## src/rtl/boot_fetch_if.sv

```systemverilog
// boot_fetch_if: boot memory read port plus the outgoing word stream.
// master = fetch engine, slave = memory/consumer side.
interface boot_fetch_if #(
    parameter int AW = 16,
    parameter int DW = 32
);
    logic          mem_rd;
    logic [AW-1:0] mem_addr;
    logic [DW-1:0] mem_rdata;
    logic [DW-1:0] dout;
    logic          dout_valid;
    logic          dout_ready;

    modport master (
        output mem_rd, mem_addr, dout, dout_valid,
        input  mem_rdata, dout_ready
    );

    modport slave (
        input  mem_rd, mem_addr, dout, dout_valid,
        output mem_rdata, dout_ready
    );
endinterface

```

## src/rtl/boot_fetch.sv

```systemverilog
// boot_fetch: reads a bitstream page range from boot memory and streams it
// out through a 2-entry buffer that hides the 1-cycle read latency.
module boot_fetch #(
    parameter int AW        = 16,
    parameter int PAGE_BITS = 8,
    parameter int DW        = 32
) (
    input  logic         clk,
    input  logic         clr,
    input  logic         start,
    input  logic [7:0]   addr_i,
    input  logic [31:0]  len_i,
    boot_fetch_if.master bus,
    output logic         busy,
    output logic         done,
    output logic         err
);
    localparam int XW = AW + 33;

    typedef enum logic [1:0] {
        IDLE,
        FETCH,
        DRAIN,
        FIN
    } state_t;

    state_t        state_q;
    logic [AW-1:0] base_q;
    logic [31:0]   len_q;
    logic [31:0]   issued_q;
    logic [31:0]   remaining_q;
    logic          busy_q;
    logic          done_q;
    logic          err_q;
    logic          inflight_q;

    logic [DW-1:0] buf_q [2];
    logic          rd_ptr_q;
    logic          wr_ptr_q;
    logic [1:0]    count_q;

    logic [1:0]    count_d;
    logic [31:0]   remaining_d;
    logic [AW-1:0] start_base;
    logic [XW-1:0] req_end;
    logic          bad_req;
    logic          take;
    logic          push;
    logic          pop;
    logic          rd_en;
    logic [2:0]    pending;

    // Request check, buffer handshake and the read-issue rule.
    // A pop this cycle frees a slot, which keeps one word per cycle flowing.
    always_comb begin
        start_base  = AW'({addr_i, {PAGE_BITS{1'b0}}});
        req_end     = XW'(start_base) + XW'(len_i);
        bad_req     = (len_i == 32'd0) || (req_end > (XW'(1) << AW));
        take        = start && !busy_q;
        pop         = (count_q != 2'd0) && bus.dout_ready;
        push        = inflight_q;
        pending     = {1'b0, count_q} + {2'b00, inflight_q} - {2'b00, pop};
        rd_en       = (state_q == FETCH) && (issued_q < len_q)
                      && (pending < 3'd2);
        count_d     = count_q + {1'b0, push} - {1'b0, pop};
        remaining_d = remaining_q - 32'(pop);
    end

    assign bus.mem_rd     = rd_en;
    assign bus.mem_addr   = base_q + AW'(issued_q);
    assign bus.dout       = buf_q[rd_ptr_q];
    assign bus.dout_valid = (count_q != 2'd0);
    assign busy           = busy_q;
    assign done           = done_q;
    assign err            = err_q;

    // Transfer sequencing: capture, issue, drain, completion pulse.
    always_ff @(posedge clk) begin
        if (clr) begin
            state_q     <= IDLE;
            base_q      <= '0;
            len_q       <= '0;
            issued_q    <= '0;
            remaining_q <= '0;
            busy_q      <= 1'b0;
            done_q      <= 1'b0;
            err_q       <= 1'b0;
            inflight_q  <= 1'b0;
        end else begin
            inflight_q  <= rd_en;
            remaining_q <= remaining_d;
            done_q      <= 1'b0;
            if (rd_en) begin
                issued_q <= issued_q + 32'd1;
            end
            unique case (state_q)
                IDLE: state_q <= IDLE;
                FETCH: begin
                    if (issued_q == len_q) begin
                        state_q <= DRAIN;
                    end
                end
                DRAIN: begin
                    if (count_d == 2'd0 && remaining_d == 32'd0) begin
                        state_q <= FIN;
                        done_q  <= 1'b1;
                        busy_q  <= 1'b0;
                    end
                end
                FIN: begin
                    // Error path arrives here with done still low and
                    // spends one cycle raising it.
                    if (!done_q) begin
                        done_q <= 1'b1;
                        busy_q <= 1'b0;
                    end else begin
                        state_q <= IDLE;
                    end
                end
            endcase
            if (take) begin
                base_q      <= start_base;
                len_q       <= len_i;
                remaining_q <= len_i;
                issued_q    <= '0;
                err_q       <= bad_req;
                busy_q      <= 1'b1;
                state_q     <= bad_req ? FIN : FETCH;
            end
        end
    end

    // Two-entry output buffer; clr also drops a read returning next cycle.
    always_ff @(posedge clk) begin
        if (clr) begin
            buf_q[0] <= '0;
            buf_q[1] <= '0;
            rd_ptr_q <= 1'b0;
            wr_ptr_q <= 1'b0;
            count_q  <= 2'd0;
        end else begin
            if (push) begin
                buf_q[wr_ptr_q] <= bus.mem_rdata;
                wr_ptr_q        <= !wr_ptr_q;
            end
            if (pop) begin
                rd_ptr_q <= !rd_ptr_q;
            end
            count_q <= count_d;
        end
    end
endmodule

```

## src/flat_wrapper.sv

```systemverilog
// flat-port wrapper written by rule: the top's interface ports become plain ports
module boot_fetch_flat 
#(
    parameter int AW        = 16,
    parameter int PAGE_BITS = 8,
    parameter int DW        = 32
)
  (clk, clr, start, addr_i, len_i, busy, done, err, bus_mem_rd, bus_mem_addr, bus_dout, bus_dout_valid, bus_mem_rdata, bus_dout_ready);
  boot_fetch_if #(.AW(AW), .DW(DW)) bus_i ();
  input  logic clk;
  input  logic clr;
  input  logic start;
  input  logic [7:0] addr_i;
  input  logic [31:0] len_i;
  output logic busy;
  output logic done;
  output logic err;
  output wire logic [$bits(bus_i.mem_rd)-1:0] bus_mem_rd;
  output wire logic [$bits(bus_i.mem_addr)-1:0] bus_mem_addr;
  output wire logic [$bits(bus_i.dout)-1:0] bus_dout;
  output wire logic [$bits(bus_i.dout_valid)-1:0] bus_dout_valid;
  input wire logic [$bits(bus_i.mem_rdata)-1:0] bus_mem_rdata;
  input wire logic [$bits(bus_i.dout_ready)-1:0] bus_dout_ready;
  assign bus_mem_rd = bus_i.mem_rd;
  assign bus_mem_addr = bus_i.mem_addr;
  assign bus_dout = bus_i.dout;
  assign bus_dout_valid = bus_i.dout_valid;
  assign bus_i.mem_rdata = bus_mem_rdata;
  assign bus_i.dout_ready = bus_dout_ready;
  boot_fetch #(.AW(AW), .PAGE_BITS(PAGE_BITS), .DW(DW)) u_core (.clk(clk), .clr(clr), .start(start), .addr_i(addr_i), .len_i(len_i), .bus(bus_i), .busy(busy), .done(done), .err(err));
endmodule
```

## config.mk

```make
export PLATFORM = sky130hd
export DESIGN_NAME = boot_fetch_flat
export DESIGN_NICKNAME = d
export VERILOG_FILES = /design/src/rtl/boot_fetch_if.sv /design/src/rtl/boot_fetch.sv /design/src/flat_wrapper.sv
export SDC_FILE = /design/constraint.sdc
export NUM_CORES = 1
export LEC_CHECK = 0
export CORE_MARGIN = 2
export CORE_UTILIZATION = 40
export CTS_CLUSTER_SIZE = 14
export DETAILED_ROUTE_END_ITERATION = 6
export GPL_TIMING_DRIVEN = 0
export HOLD_SLACK_MARGIN = 0.15
export PLACE_DENSITY = 0.7
export SLEW_MARGIN = 10
export SYNTH_ARGS = -nofsm -noshare
export SYNTH_HDL_FRONTEND = slang
export SYNTH_SLANG_ARGS = --single-unit
```

## constraint.sdc

```tcl
create_clock -name clk -period 5.5 [get_ports clk]
set_input_delay 1.1 -clock clk [delete_from_list [all_inputs] [get_ports clk]]
set_output_delay 1.1 -clock clk [all_outputs]
set_load 0.03 [all_outputs]
```

==> impl_metrics.py, run 1 <==
metrics = {
    "outcome": {
        "status": "finished clean",
    },
    "worst_hold_path": {
        "hp-class": "register to register",
    },
    "synthesis": {
        "synth-seq-cells": 179,
        "avgSynthCellArea_um2": 9.22,
        "synth-seq-area-share_pct": 42.6,
        "synthArstFlopShare_pct": 0,
        "synth_edf_count": 64,
        "yosysWarnings": 0,
        "synthesis.instances": 1074,
        "mappedNetlistArea_mm2": 0.00991,
        "synth_flop_cell": "dfxtp_1",
        "ys_types": 65,
        "synth_nets": 1208,
    },
    "cts": {
        "clk_path_buf_depth": 2,
        "cts_sinks": 179,
        "insertion_delay_ns": 0.44,
        "cts_root_buf": "clkbuf_16",
        "cts_hold_buffers": 0,
        "cts_tree": "yes",
        "htreeDepth": 4,
        "clk_pin_slew_ns": 0.07,
        "cts_made_buffers": 17,
    },
    "sta": {
        "finalCritPeriodShare_pct": 96.5,
        "setup_viol": 0,
        "clock_skew_ns": 0.0114,
        "hold_violations": 0,
        "max_freq_ghz": 0.189,
        "tightestPinTransition_ns": 0.801,
        "slew_headroom_pct": 46.6,
        "finalSetupTns_ns": 0,
        "fin_crit_ns": 5.30,
        "slew_violations": 0,
        "rsz0062_at_grt": "no",
    },
    "place": {
        "numPortBuffers": 123,
        "post-dp-hpwl_mm": 19.8,
        "dp_cells": 1522,
        "place.gp.congestion": 0.892,
        "placed_area_mm2": 0.0116,
    },
    "global_routing": {
        "busiest_layer": "met2",
        "gr-usage-met1_pct": 27.2,
        "globalRouteMet2Util_pct": 32.3,
        "grt_pass1_vias": 7965,
        "grt_max_degree": 33,
        "grtUsageMet3_pct": 3.78,
        "grt_pass1_wl_mm": 41.6,
        "grt_antenna_before_repair": 1,
        "grt_overflow": 0,
        "track_usage_pct": 20.3,
    },
    "pwr": {
        "switching_share_pct": 33.1,
        "power.switching_mw": 1.24,
        "power_density_mw_per_mm2": 307,
        "max-vdd-ir-drop_uv": 204,
        "p_clk_share_pct": 32.7,
        "combinationalPowerShare_pct": 26.6,
        "seqPwrFrac_pct": 40.8,
        "power.internal_mw": 2.50,
        "p_leak_nw": 4.70,
    },
    "detailed_routing": {
        "wl_per_cell_um": 16.8,
        "vias": 8365,
        "vias_per_cell": 5.38,
        "drc_errors": 0,
        "ant_nets": 0,
        "drt_pre_antenna_iters": 5,
        "totalWireLength_mm": 26.1,
        "drtIter0Drc": 619,
    },
    "die": {
        "ios": 129,
        "core-area_mm2": 0.0243,
        "die_w_um": 161,
        "die_y_um": 161,
        "initial_core_util_pct": 40.7,
        "dieArea_mm2": 0.0260,
        "rows": 57,
    },
    "worst_setup_path": {
        "startpoint_type": "primary input",
        "crit_type": "primary input to output pin",
        "worst_setup_path_end_kind": "output pin",
        "arrival_ns": 4.20,
        "worstPathRequired_ns": 4.40,
        "crit_fanout": 5,
    },
    "finish": {
        "fin_nets": 1352,
        "drive_gt1_share_pct": 7.96,
        "final_cell_area_mm2": 0.0122,
        "synthToLayoutAreaGrowth_pct": 23.0,
        "final_cells": 1555,
        "antenna_cells": 0,
    },
    "run": {
        "max_cap_violations": 0,
    },
}
cell usage in the layout, fill, tap and decap left out, types with 9 or more instances in the layout:
| cell type | synthesis | routed |
|---|---|---|
| a21oi_1 | 109 | 108 |
| and2_1 | 66 | 66 |
| nand3_1 | 24 | 24 |
| edfxtp_1 | 64 | 64 |
| clkbuf_1 | 40 | 40 |
| mux2_2 | 32 | 32 |
| nand2_1 | 128 | 128 |
| o31ai_1 | 10 | 10 |
| buf_4 | 8 | 9 |
| nor3_1 | 14 | 14 |
| clkdlybuf4s50_1 | 0 | 122 |
| o21ai_0 | 18 | 18 |
| or4_1 | 11 | 11 |
| or3_1 | 15 | 15 |
| a21o_1 | 16 | 16 |
| and3_1 | 12 | 12 |
| inv_1 | 58 | 58 |
| nor2_1 | 58 | 58 |
| nand4_1 | 28 | 28 |
| xnor2_1 | 26 | 26 |
| xor2_1 | 41 | 41 |
| dfxtp_1 | 115 | 115 |
| ha_1 | 55 | 55 |
| clkbuf_16 | 0 | 17 |
| nor4_1 | 17 | 17 |
| a211oi_1 | 11 | 11 |
routing by layer:
| layer | up-vias | wire length (um) |
|---|---|---|
| li1 | 4091 | - |
| met5 | - | 0 |
| met4 | 0 | 700 |
| met3 | 51 | 1780 |
| met2 | 297 | 12000 |
| met1 | 3926 | 11600 |
Yosys cell counts (all sizes together), types with 6 or more instances:
library cell | count | area share (%)
a211oi | 11 | 0.83
a21o | 16 | 1.2
a21oi | 110 | 5.6
and2 | 66 | 4.2
and3 | 12 | 0.76
and4 | 6 | 0.53
buf | 18 | 1.0
clkbuf | 40 | 1.5
dfxtp | 115 | 23
edfxtp | 64 | 19
ha | 55 | 6.9
inv | 58 | 2.2
mux2 | 32 | 3.6
nand2 | 129 | 4.9
nand2b | 7 | 0.44
nand3 | 24 | 1.2
nand4 | 29 | 2.0
nor2 | 58 | 2.2
nor2b | 7 | 0.44
nor3 | 17 | 1.0
nor4 | 19 | 1.5
nor4b | 6 | 0.90
o21ai | 21 | 1.1
o31ai | 10 | 0.76
or3 | 17 | 1.2
or4 | 12 | 0.95
xnor2 | 26 | 2.3
xor2 | 41 | 3.6
logic make-up after synthesis:
family | after synthesis | share of synthesized area [%]
xor gates and xnor gates | 67 | 5.92
and+or+nand+nor | 419 | 23.0
adders and majority gates | 58 | 7.55
buffers and inverters | 116 | 4.75
DFF | 179 | 42.6
muxes | 34 | 3.84
AOI/OAI and AO/OA | 201 | 12.3
path summary, 6_finish.rpt:
check,from,to,slack (ns),depth (start not counted)
setup / recovery,bus_dout_ready,bus_mem_rd,0.20,14
hold / removal,u_core.len_q[6]$_SDFFE_PP0P_,u_core.len_q[6]$_SDFFE_PP0P_,0.46,2
setup reg to reg,u_core.count_q[1]$_SDFF_PP0_,u_core.state_q[1]$_SDFFE_PP0P_,1.56,15
hold reg to reg,u_core.len_q[6]$_SDFFE_PP0P_,u_core.len_q[6]$_SDFFE_PP0P_,0.46,2
critical path, stage by stage:
cell and delay [ns]:
clkdlybuf4s50_1 0.45, and2_1 0.17, ha_1 0.24, inv_1 0.06
ha_1 0.13, inv_1 0.04, fa_1 0.53, nand2_1 0.09
nor3_1 0.18, o211ai_1 0.16, a21oi_2 0.20, nand2_1 0.21
inv_1 0.21, dlygate4sd2_1 0.43
power by group through the flow:
stage / Sequential, mW / Clock [mW] / Combinational, mW
after floorplan: 1.54 / 0 / 0.636
after global placement: 1.55 / 0 / 0.967
after detailed placement: 1.55 / 0 / 0.982
after CTS: 1.52 / 1.23 / 0.993
after global routing: 1.53 / 1.28 / 1.07
final: 1.52 / 1.22 / 0.992
final cells by class:
type                            instances  area [um2]
Tap cell                              324         405
Inverter                               58         218
Clock buffer                           17         425
Sequential cell                       179        4220
Fill cell                            2236       12100
Multi-Input combinational cell        779        5230
Clock inverter                         15         169
Buffer                                 58         253
Timing Repair Buffer                  125        1260
timing repair:
action	in CTS	in global routing
endpoints found under the setup margin	1	0
hold endpoints to repair	0	0
resized for setup	2	0
setup buffers	1	0
flip-flops by register name, summed over array words and instances (netlist names), named ones only:
name / cells
u_core.count_q: 2
u_core.state_q: 2
u_core.done: 1
u_core.wr_ptr_q: 1
u_core.err: 1
u_core.inflight_q: 1
u_core.base_q: 8
u_core.rd_ptr_q: 1
u_core.busy: 1
u_core.remaining_q: 32
u_core.issued_q: 32
u_core.buf_q: 64
u_core.len_q: 32
per-stage QoR:
stage          total power [mW]  worst slack (ns)  hold WS (ns)  utilization, %
5_1_grt                    3.89           0.00794         0.470            50.1
4_1_cts                    3.74             0.200         0.456            50.1
6_report                   3.74             0.195         0.457            50.1
3_3_place_gp               2.52            -0.549         0.445            47.5
2_1_floorplan              2.18              1.10         0.436               -
3_5_place_dp               2.53            -0.541         0.447            47.6
(Power assumes the default switching activity.)
==> inputs of run 2 (changes only) <==
clock period = 6.05 ns   (was 5.5 ns; I/O delays follow)
==> impl_metrics.py, run 2 (same netlist as run 1, synthesis figures left out) <==
metrics = {
    "pwr": {
        "max-vdd-ir-drop_uv": 185,
        "power_mw": 3.39,
        "power_density_mw_per_mm2": 279,
        "p_leak_nw": 4.71,
    },
    "worst_setup_path": {
        "crit_top_cell": "inv_1",
        "worstPathRequired_ns": 4.84,
        "arrival_ns": 4.36,
        "crit_type": "primary input to output pin",
        "worst-path-stages": 14,
        "cp_top_family": "buffers and inverters",
        "path_cells": "clkdlybuf4s50_1 -> and2_1 -> ha_1 -> inv_1 -> ha_1 -> inv_1 -> fa_1 -> nand2_1 -> nor3_1 -> o211ai_1 -> a21oi_4 -> nand2_1 -> inv_1 -> dlymetal6s2s_1",
        "path_buf_inv": 5,
        "startpoint_type": "primary input",
        "worstRegToRegCells": 15,
        "critPathMaxStageDelay_ns": 0.53,
        "worst_setup_path_end_kind": "output pin",
        "crit_fanout": 8,
        "cp_slowest_cell": "fa_1",
    },
    "sta": {
        "hold_ws_ns": 0.456,
        "rsz0062_at_grt": "no",
        "setup_viol": 0,
        "clock_skew_ns": 0.0125,
        "tightestPinTransition_ns": 0.816,
        "finalCritPeriodShare_pct": 92.0,
        "max_freq_ghz": 0.180,
        "slew_headroom_pct": 45.6,
        "layout_setup_ws_ns": 0.483,
        "slew_violations": 0,
        "finalSetupTns_ns": 0,
        "hold_violations": 0,
        "fin_crit_ns": 5.57,
    },
    "detailed_routing": {
        "ant_nets": 0,
        "drtIter0Drc": 650,
        "drt_pre_antenna_iters": 7,
        "wl_per_cell_um": 16.8,
        "vias_per_cell": 5.38,
        "drc_errors": 0,
        "totalWireLength_mm": 26.1,
        "vias": 8358,
    },
    "finish": {
        "largest_reg_flops": 64,
        "final_cell_area_mm2": 0.0122,
        "antenna_cells": 0,
        "final_cell_mix": "nand2_1 (128), clkdlybuf4s50_1 (122), dfxtp_1 (115)",
        "regMostFlops": "u_core.buf_q",
        "fin_nets": 1351,
        "fillers": 2233,
        "synthToLayoutAreaGrowth_pct": 23.1,
        "final_common_cell": "nand2_1",
        "final_util_pct": 50.1,
        "drive_gt1_share_pct": 7.89,
        "final_cells": 1554,
    },
    "die": {
        "die_y_um": 161,
        "core-area_mm2": 0.0243,
        "die_w_um": 161,
        "rows": 57,
        "initial_core_util_pct": 40.7,
        "ios": 129,
        "dieArea_mm2": 0.0260,
    },
    "global_routing": {
        "track_usage_pct": 20.2,
        "grt_antenna_before_repair": 1,
        "grt_pass1_wl_mm": 41.5,
        "grt_max_degree": 33,
        "grt_pass1_vias": 7974,
        "grt_overflow": 0,
    },
    "place": {
        "post-dp-hpwl_mm": 19.8,
        "post-place-ws_ns": -0.211,
        "placed_area_mm2": 0.0116,
        "dp_cells": 1522,
        "place.gp.congestion": 0.892,
        "numPortBuffers": 123,
    },
    "worst_hold_path": {
        "hp-class": "register to register",
        "worstHoldPathCells": 2,
    },
    "cts": {
        "cts_sinks": 179,
        "clk_path_buf_depth": 2,
        "post_cts_buffers": 0,
        "insertion_delay_ns": 0.44,
        "cts_made_buffers": 17,
        "cts_tree": "yes",
        "htreeDepth": 4,
        "cts_hold_buffers": 0,
        "clk_pin_slew_ns": 0.07,
        "cts_root_buf": "clkbuf_16",
    },
    "outcome": {
        "status": "finished clean",
    },
    "run": {
        "max_cap_violations": 0,
    },
}
==> run 2: cell count changes in the layout (fill, tap and decap cells not counted), sizes merged <==
cell,previous run,this run
buf,20,19
dlymetal6s2s,0,1
dlygate4sd2,1,0
==> run 2: final timing paths <==
check	start	endpoint	slack (ns)
max reg2reg	u_core.count_q[1]$_SDFF_PP0_	u_core.state_q[1]$_SDFFE_PP0P_	2.10
min reg2reg	u_core.len_q[6]$_SDFFE_PP0P_	u_core.len_q[6]$_SDFFE_PP0P_	0.46
max	bus_dout_ready	bus_mem_rd	0.48
min	u_core.len_q[6]$_SDFFE_PP0P_	u_core.len_q[6]$_SDFFE_PP0P_	0.46
==> run 2: per-layer routing <==
metal  GRT usage, %  vias up  share of wire [%]
met5              0        -                  0
met4           8.00        0                2.6
met3           3.78       50                7.2
met2           32.3      307                 46
met1           27.2     3911                 44
li1               -     4090                  -
==> run 2: worst min-delay path: stages, from the launching register on <==
cell	delay, ns
dfxtp_1	0.31
nand2_1	0.05
a21oi_1	0.05
==> run 2: power by group <==
part           switching, mW  internal [mW]
clock network          0.549          0.559
logic                  0.520          0.383
registers             0.0547           1.33
total                   1.12           2.27
==> run 2: layout make-up <==
| class | instances | area (um2) | share of cell area [%] |
|---|---|---|---|
| multi-input cells | 779 | 5230 | 42.9 |
| flip-flops and latches | 179 | 4220 | 34.7 |
| repair buffers | 124 | 1260 | 10.3 |
| clock buffers | 17 | 425 | 3.49 |
| well taps | 324 | 405 | 3.33 |
| plain buffers | 58 | 253 | 2.07 |
| inverters | 58 | 218 | 1.79 |
| clock inverters | 15 | 169 | 1.39 |
==> run 2: repair_timing <==
item,4_1_cts,5_1_grt
endpoints found under the setup margin,1,1
pin swaps,0,0
cloned,0,0
gates resized for setup,1,2
